File: src/rtl/dom_rnd_supply.sv
// dom_rnd_supply
// Fresh-randomness source for the DOM shared GF(2^2) multiplier. A seeded
// 64-bit Fibonacci LFSR produces one word per cycle. The low ZW bits of the
// word feed the multiplier's Z port and the upper 2*BN bits feed its B port.
// A load/warm-up FSM prepares the LFSR after every seed. A valid/ready
// handshake lets the S-box pipeline stall without losing or reusing bits.
module dom_rnd_supply #(
    parameter int SHARES                   = 2,
    parameter int FIRST_ORDER_OPTIMIZATION = 1,
    parameter int WARMUP_CYCLES            = 128,
    parameter int RESEED_INTERVAL          = 65535,
    localparam int BN    = ((FIRST_ORDER_OPTIMIZATION == 1) && (SHARES == 2)) ? 1 : SHARES,
    localparam int ZW    = SHARES * (SHARES - 1),
    localparam int RND_W = ZW + 2 * BN
) (
    input  logic              ClkxCI,
    input  logic              RstxRI,
    input  logic [63:0]       SeedxDI,
    input  logic              SeedValidxSI,
    input  logic              RndReadyxSI,
    output logic              RndValidxSO,
    output logic [ZW-1:0]     ZxDO,
    output logic [2*BN-1:0]   BxDO,
    output logic              ReseedReqxSO,
    output logic              BusyxSO
);

    // Parameter sanity: the multiplier needs two shares or more, and one word
    // must fit in the 64-bit LFSR.
    if (SHARES < 2) begin : g_chk_shares
        $error("dom_rnd_supply: SHARES must be at least 2");
    end
    if (RND_W > 64) begin : g_chk_width
        $error("dom_rnd_supply: SHARES*(SHARES-1)+2*BN must not exceed 64");
    end
    if (WARMUP_CYCLES < 0) begin : g_chk_warmup
        $error("dom_rnd_supply: WARMUP_CYCLES must not be negative");
    end
    if (RESEED_INTERVAL < 0) begin : g_chk_reseed
        $error("dom_rnd_supply: RESEED_INTERVAL must not be negative");
    end

    typedef enum logic [2:0] {
        ST_IDLE   = 3'd0,
        ST_SEED   = 3'd1,
        ST_WARMUP = 3'd2,
        ST_FILL   = 3'd3,
        ST_RUN    = 3'd4
    } state_t;

    localparam logic [31:0] WARMUP_LOAD  = 32'(WARMUP_CYCLES);
    localparam logic [31:0] RESEED_LIMIT = 32'(RESEED_INTERVAL);
    localparam logic [31:0] CNT_MAX      = 32'hFFFF_FFFF;

    state_t            state;
    state_t            state_nxt;

    logic [63:0]       lfsr;
    logic [RND_W-1:0]  word;
    logic              valid;
    logic              reseed_req;
    logic              busy;
    logic [31:0]       word_cnt;
    logic [31:0]       word_cnt_inc;
    logic [31:0]       warm_cnt;

    logic              seed_load;
    logic              adv_warm;
    logic              adv_fill;
    logic              adv_run;

    logic [63:0]       lfsr_adv;
    logic [RND_W-1:0]  word_adv;
    logic [63:0]       seed_fixed;

    // One word advance: RND_W Fibonacci steps of x^64+x^63+x^61+x^60+1,
    // unrolled. Bit k of the word is the feedback bit of step k.
    // Returns {word, lfsr_after}.
    function automatic logic [RND_W+63:0] word_advance(input logic [63:0] l_in);
        logic [63:0]      l;
        logic [RND_W-1:0] w;
        logic             f;
        l = l_in;
        w = '0;
        for (int k = 0; k < RND_W; k++) begin
            f    = l[63] ^ l[62] ^ l[60] ^ l[59];
            w[k] = f;
            l    = {l[62:0], f};
        end
        return {w, l};
    endfunction

    assign {word_adv, lfsr_adv} = word_advance(lfsr);

    // An all-zero state would lock the LFSR, so a zero seed becomes 1.
    assign seed_fixed   = (SeedxDI == 64'd0) ? 64'd1 : SeedxDI;
    assign word_cnt_inc = word_cnt + 32'd1;

    // State register.
    always_ff @(posedge ClkxCI) begin
        if (RstxRI) begin
            state <= ST_IDLE;
        end else begin
            state <= state_nxt;
        end
    end

    // Next-state logic. A seed pulse overrides every state.
    always_comb begin
        state_nxt = state;
        if (SeedValidxSI) begin
            state_nxt = ST_SEED;
        end else begin
            case (state)
                ST_IDLE: begin
                    state_nxt = ST_IDLE;
                end
                ST_SEED: begin
                    if (WARMUP_CYCLES > 0) begin
                        state_nxt = ST_WARMUP;
                    end else begin
                        state_nxt = ST_FILL;
                    end
                end
                ST_WARMUP: begin
                    if (warm_cnt <= 32'd1) begin
                        state_nxt = ST_FILL;
                    end else begin
                        state_nxt = ST_WARMUP;
                    end
                end
                ST_FILL: begin
                    state_nxt = ST_RUN;
                end
                ST_RUN: begin
                    state_nxt = ST_RUN;
                end
                default: begin
                    state_nxt = ST_IDLE;
                end
            endcase
        end
    end

    // Datapath control decode. With a seed pulse nothing advances, so a word
    // held under a simultaneous ready is discarded and never counted.
    always_comb begin
        seed_load = SeedValidxSI;
        adv_warm  = 1'b0;
        adv_fill  = 1'b0;
        adv_run   = 1'b0;
        if (!SeedValidxSI) begin
            case (state)
                ST_WARMUP: adv_warm = 1'b1;
                ST_FILL:   adv_fill = 1'b1;
                ST_RUN:    adv_run  = valid & RndReadyxSI;
                default: begin
                    adv_warm = 1'b0;
                    adv_fill = 1'b0;
                    adv_run  = 1'b0;
                end
            endcase
        end else begin
            adv_warm = 1'b0;
            adv_fill = 1'b0;
            adv_run  = 1'b0;
        end
    end

    // LFSR, output word and valid flag.
    // The seed is taken on the pulse edge, so the SEED cycle already holds
    // the loaded LFSR and the cleared valid flag.
    always_ff @(posedge ClkxCI) begin
        if (RstxRI) begin
            lfsr  <= 64'd0;
            word  <= '0;
            valid <= 1'b0;
        end else if (seed_load) begin
            lfsr  <= seed_fixed;
            valid <= 1'b0;
        end else if (adv_warm) begin
            lfsr  <= lfsr_adv;
        end else if (adv_fill || adv_run) begin
            lfsr  <= lfsr_adv;
            word  <= word_adv;
            valid <= 1'b1;
        end
    end

    // Warm-up down-counter, reloaded on every seed.
    always_ff @(posedge ClkxCI) begin
        if (RstxRI) begin
            warm_cnt <= 32'd0;
        end else if (seed_load) begin
            warm_cnt <= WARMUP_LOAD;
        end else if (adv_warm) begin
            warm_cnt <= warm_cnt - 32'd1;
        end
    end

    // Delivered-word counter (saturating) and sticky reseed request.
    always_ff @(posedge ClkxCI) begin
        if (RstxRI) begin
            word_cnt   <= 32'd0;
            reseed_req <= 1'b0;
        end else if (seed_load) begin
            word_cnt   <= 32'd0;
            reseed_req <= 1'b0;
        end else if (adv_run) begin
            if (word_cnt != CNT_MAX) begin
                word_cnt <= word_cnt_inc;
            end
            if ((RESEED_INTERVAL > 0) && (word_cnt != CNT_MAX) && (word_cnt_inc == RESEED_LIMIT)) begin
                reseed_req <= 1'b1;
            end
        end
    end

    // Busy flag, registered from the state being entered.
    always_ff @(posedge ClkxCI) begin
        if (RstxRI) begin
            busy <= 1'b0;
        end else begin
            busy <= (state_nxt == ST_SEED) || (state_nxt == ST_WARMUP);
        end
    end

    assign RndValidxSO  = valid;
    assign ZxDO         = word[ZW-1:0];
    assign BxDO         = word[RND_W-1:ZW];
    assign ReseedReqxSO = reseed_req;
    assign BusyxSO      = busy;

endmodule

File: config.mk
export PLATFORM = sky130hd
export DESIGN_NAME = dom_rnd_supply
export DESIGN_NICKNAME = d
export VERILOG_FILES = /design/src/rtl/dom_rnd_supply.sv
export SDC_FILE = /design/constraint.sdc
export NUM_CORES = 1
export LEC_CHECK = 0
export BUFFER_PORTS_ARGS = -buffer_cell sky130_fd_sc_hd__buf_4
export CAP_MARGIN = 20
export CORE_ASPECT_RATIO = 0.6
export CORE_UTILIZATION = 53
export CTS_CLUSTER_DIAMETER = 40
export CTS_CLUSTER_SIZE = 24
export DETAILED_ROUTE_END_ITERATION = 8
export GPL_ROUTABILITY_DRIVEN = 0
export PLACE_DENSITY_LB_ADDON = 0.2
export SLEW_MARGIN = 40
export SYNTH_ARGS = -nofsm -noshare
export SYNTH_HDL_FRONTEND = slang
export SYNTH_SLANG_ARGS = --single-unit
File: constraint.sdc
create_clock -name ClkxCI -period 2.24 [get_ports ClkxCI]
set_input_delay 0.448 -clock ClkxCI [delete_from_list [all_inputs] [get_ports ClkxCI]]
set_output_delay 0.448 -clock ClkxCI [all_outputs]
set_load 0.02 [all_outputs]
## After elaboration in Yosys (flattened, before gate mapping)

Cells that the tools add are included.

| cells by class | value |
|---|---|
| equal/unequal tests | 8 |
| bitwise logic cells | 15 |
| order comparisons | 1 |
| add/sub/neg operators | 2 |
| reductions and logical operators | 12 |
| mux-type cells | 15 |

Operators by type and width:

| operator | number |
|---|---|
| 64-bit 2-to-1 mux | 4 |
| 64-bit logical NOT | 1 |
| 32-bit by 1-bit adder with 32-bit output (second input constant) | 1 |
| 32-bit by 16-bit equality test with 1-bit output (second input constant) | 1 |
| 32-bit by 1-bit <= comparator with 1-bit output (second input constant) | 1 |
| 32-bit != test (second input constant) | 1 |
| 32-bit by 1-bit subtractor with 32-bit output (second input constant) | 1 |
| 8-bit 2-to-1 mux | 2 |
| 1-bit XOR | 12 |
| 3-bit by 2-bit equality test with 1-bit output (second input constant) | 3 |
| 3-bit case mux with 3 select lines | 1 |
| 1-bit 2-to-1 mux | 7 |
| 3-bit by 1-bit equality test with 1-bit output (second input constant) | 2 |
| 2-bit AND reduction | 3 |
| 2-bit OR reduction | 2 |
| 3-bit equality test (second input constant) | 1 |
| 3-bit 2-to-1 mux | 1 |
| 3-bit AND reduction | 1 |
| 3-bit nonzero test | 1 |
| 1-bit logical OR | 2 |
| 1-bit inverter | 2 |
| 2-bit nonzero test | 1 |
| 1-bit bitwise AND | 1 |
| 1-bit logical AND | 1 |

| storage, ports and cells | value |
|---|---|
| word-level logic and storage cells | 62 |
| bits of input ports | 68 |
| bits in registers | 138 |

## Depth between registers and ports, before layout

| depth | value |
|---|---|
| depth in word-level cells | 7 |
| gate-level depth with buffers | 10 |
| mapped depth without buffers | 8 |

## Worst setup path after synthesis

No wires, ideal clock.

| timing | value |
|---|---|
| path kind | register to register |
| from | reg word_cnt[1] |
| to | reg reseed_req (netlist: ReseedReqxSO) |
| data required time | 2156 ps |
| arrival | 2216 ps |
| stages on the path, launching flop included | 8 |
| buffers on the path | 0 |
| path slack | -60 ps |
| clock period less this slack | 2300 ps |
| setup time | 84 ps |
| cells stage by stage | dfxtp_1 -> ha_1 -> nand3_1 -> or4_1 -> o21ai_1 -> nand3b_1 -> a2111o_1 -> o31ai_2 |

| between the ends | value |
|---|---|
| longest elaborated chain between the ends | 4 |

RTL lines:

| what | RTL line | source |
|---|---|---|
| from (decl) | 63 | `logic [31:0] word_cnt;` |
| from (signal assigned) | 211 | `word_cnt <= word_cnt_inc;` |
| 32-bit by 1-bit adder with 32-bit output | 97 | `assign word_cnt_inc = word_cnt + 32'd1;` |
| 32-bit by 16-bit equality test with 1-bit output | 213 | `if ((RESEED_INTERVAL > 0) && (word_cnt != CNT_MAX) && (word_cnt_inc == RESEED_LIMIT)) begin` |
| 1-bit logical AND * | 213 |  |
| 2-bit AND reduction (no source line) * | - |  |
| to (signal assigned) | 205 | `reseed_req <= 1'b0;` |
| to (signal assigned) | 208 | `reseed_req <= 1'b0;` |
| to (signal assigned) | 214 | `reseed_req <= 1'b1;` |
| to (decl) | 61 | `logic reseed_req;` |

Mark *: on every way between the ends. The rest lies on a longest branch, timed or not.
A chain may end at the register's enable or synchronous reset.

## Final worst setup path

| timing | value |
|---|---|
| from | reg word_cnt[0] |
| to | reg reseed_req (netlist: ReseedReqxSO) |

The elaborated chain is that of the path after synthesis.

==> results.py <==
metrics = {
    "critical_path": {
        "rr_startpoint": "word_cnt[0]$_SDFFE_PP0P_",
        "crit_type": "register to register",
        "slowest_stage": "a2111o_1",
        "cpLargestDelayFamily": "compound AO/OA/AOI/OAI gates",
        "path_buf_inv": 2,
        "worstPathMaxFanout": 5,
        "path_cells": "ha_2 -> buf_4 -> and3_1 -> nand3_2 -> o31a_1 -> buf_4 -> nand3b_1 -> a2111o_1 -> o31ai_2",
        "arrival_ps": 2610,
        "cp_common_cell": "buf_4",
        "r2r_end": "ReseedReqxSO$_SDFFE_PP0P_",
        "slowest_delay_ps": 430,
        "start_kind": "register",
        "critPathRequiredTime_ps": 2570,
        "rr_worst_depth": 9,
        "crit_path_end_kind": "register",
        "r2r_slack_ps": -40,
        "critical_path_depth": 9,
    },
    "finish": {
        "post-route-util": 0.713,
        "fill_cells": 886,
        "final_cell_mix": "nor2_1 (157), buf_4 (146), dfxtp_1 (131)",
        "layout_commonest_cell": "nor2_1",
        "syn_to_final_growth_pct": 28.3,
        "layout-drive-gt1-share": 0.244,
        "fin_cells": 1083,
        "fin_nets": 978,
        "antenna_cells": 0,
    },
    "pwr": {
        "peakVddDrop_mv": 0.476,
        "cellPowerDensity_nw_per_um2": 699,
        "p_leak_uw": 0.00351,
    },
    "synthesis": {
        "yosysUniqueCellTypes": 60,
        "synth-seq-cells": 138,
        "syn_area_per_cell_um2": 8.73,
        "synth-edff-count": 0,
        "ys_seq_area_frac": 0.403,
        "syn-cell-area_um2": 6850,
        "synthCells": 785,
        "syn-num-nets": 857,
        "synthArstFlopShare": 0,
        "yosys_warnings": 0,
        "synth_ff_type": "dfxtp_1",
    },
    "detailed_routing": {
        "drt-total-wl_um": 18200,
        "drc_errors": 0,
        "initialDrtViolationCount": 481,
        "drt_pass1_iterations": 5,
        "via_count": 6302,
        "wl_per_cell_um": 16.8,
        "avgViaCountPerCell": 5.82,
        "antenna_left": 0,
    },
    "sta": {
        "worst_pin_slew_ps": 746,
        "fin_skew_ps": 9.81,
        "fin_crit_ps": 2280,
        "rsz0062_at_grt": "true",
        "relSlewSlack": 0.503,
        "finalSetupViolCount": 1,
        "fmax_ghz": 0.438,
        "drv_slew": 0,
        "fin_crit_sh": 1.02,
        "layout_setup_ws_ps": -42.4,
        "hold_violations": 0,
        "setup_tns_ps": -42.4,
    },
    "placement": {
        "pre_cts_ws_ps": -61.4,
        "place_hpwl_um": 12600,
        "dp_cells": 1043,
        "io_buffers": 74,
    },
    "global_route": {
        "grt_overflow": 0,
        "grt_use_total": 0.276,
        "grt_max_degree": 73,
        "grt_pass1_wl_um": 29700,
        "first_global_vias": 6003,
        "antenna_found_initial": 0,
    },
    "floorplan": {
        "rows": 31,
        "die_w_um": 149,
        "initial_core_util": 0.556,
        "die-area_um2": 13400,
        "pin_count": 75,
        "coreArea_um2": 12300,
        "dieHeight_um": 90.1,
    },
    "run_status": {
        "failed_checks": "setup timing",
        "outcome": "finished with violations",
    },
    "worst_hold_path": {
        "hp-start": "SeedValidxSI",
        "hp-class": "primary input to register",
        "min_path_cells": 3,
        "holdPathEnd": "state[0]$_SDFF_PP0_",
    },
    "clocking": {
        "path_clk_slew_ps": 60,
        "clock-root-buffer": "clkbuf_16",
        "insertion_delay_ps": 410,
        "htree_levels": 4,
        "cts_tree": "done",
        "clock_sinks": 138,
        "cts_buffer_depth": 2,
        "hold_buffers": 0,
        "numCtsBuffers": 17,
    },
    "flow_run": {
        "cap_violations": 0,
    },
}
==> through the flow <==
step,hold WS [ps],power [uW],area [um^2]
5_1_grt,335,6350,8790
4_1_cts,312,6160,8660
6_report,323,6150,8790
2_1_floorplan,457,3040,6860
3_5_place_dp,486,3300,8000
3_3_place_gp,473,3280,8000
==> worst reg2reg max path, delay by kind of cell (launching register included) <==
| family | cells | cell delay (ps) |
|---|---|---|
| fa+ha+maj | 1 | 180 |
| flops | 1 | 330 |
| simple gates | 3 | 430 |
| compound gates | 3 | 960 |
| buf+inv | 2 | 310 |
==> registers in the layout, indices dropped and copies added (netlist names) <==
name / flops
lfsr: 64
warm_cnt: 32
word_cnt: 32
word: 4
state: 3
BusyxSO: 1
ReseedReqxSO: 1
RndValidxSO: 1
==> power by group <==
part	internal, uW	switching, uW	total [uW]
Combinational	297	335	632
Sequential	2560	72.4	2640
Clock	1810	1070	2880
Total	4670	1480	6150
==> how the worst max path moves through the flow <==
stage,from,endpoint,slack [ps]
detailed placement,SeedxDI[8],lfsr[0]$_SDFFE_PP0P_,-60
global placement,SeedxDI[8],lfsr[63]$_SDFFE_PP0P_,-60
floorplan,word_cnt[5]$_SDFFE_PP0P_,ReseedReqxSO$_SDFFE_PP0P_,40
CTS,warm_cnt[10]$_SDFFE_PP0P_,warm_cnt[28]$_SDFFE_PP0P_,7
finish,word_cnt[0]$_SDFFE_PP0P_,ReseedReqxSO$_SDFFE_PP0P_,-40
global route,word_cnt[0]$_SDFFE_PP0P_,ReseedReqxSO$_SDFFE_PP0P_,-120
==> kinds of logic after synthesis <==
kind of cell | synth area share
and+or+nand+nor | 0.249
DFF | 0.403
AOI/OAI and AO/OA | 0.107
xor gates and xnor gates | 0.102
buffers and inverters | 0.0394
muxes | 0.0920
adders and majority gates | 0.00730
==> area by class of cell <==
type	count	area (um^2)	share of cell area
Tap cell	165	206	0.0235
Timing Repair Buffer	155	1240	0.141
Multi-Input combinational cell	583	3930	0.447
Sequential cell	138	2770	0.315
Clock buffer	21	460	0.0524
Inverter	11	41.3	0.00469
Clock inverter	10	141	0.0161
==> timing repair <==
item | in CTS | in global routing
buffers inserted | 4 | 5
resized for setup | 7 | 22
pin swaps | 6 | 15
endpoints found under the setup margin | 2 | 36
==> synthesized netlist by cell type (all sizes together), types with 3 or more instances <==
cell type | n | share of area
a211oi | 62 | 0.068
a21oi | 9 | 0.0066
and3 | 6 | 0.0055
buf | 13 | 0.011
clkbuf | 40 | 0.022
dfxtp | 138 | 0.40
ha | 4 | 0.0073
inv | 11 | 0.0060
mux2i | 63 | 0.092
nand2 | 28 | 0.015
nand3 | 30 | 0.022
nand3b | 6 | 0.0066
nand4 | 26 | 0.027
nand4b | 3 | 0.0038
nor2 | 157 | 0.086
nor2b | 3 | 0.0027
nor3 | 17 | 0.012
nor4 | 27 | 0.031
o21ai | 10 | 0.0073
or3 | 9 | 0.0084
or4 | 11 | 0.014
xnor2 | 33 | 0.042
xor2 | 47 | 0.060
==> metal layers <==
| metal | share of wire | global-route usage |
|---|---|---|
| met2 | 0.44 | 0.421 |
| met4 | 0.018 | 0.0816 |
| met3 | 0.067 | 0.0569 |
| met1 | 0.47 | 0.389 |
| met5 | 0 | 0 |
Power figures use the tool's default switching activity.
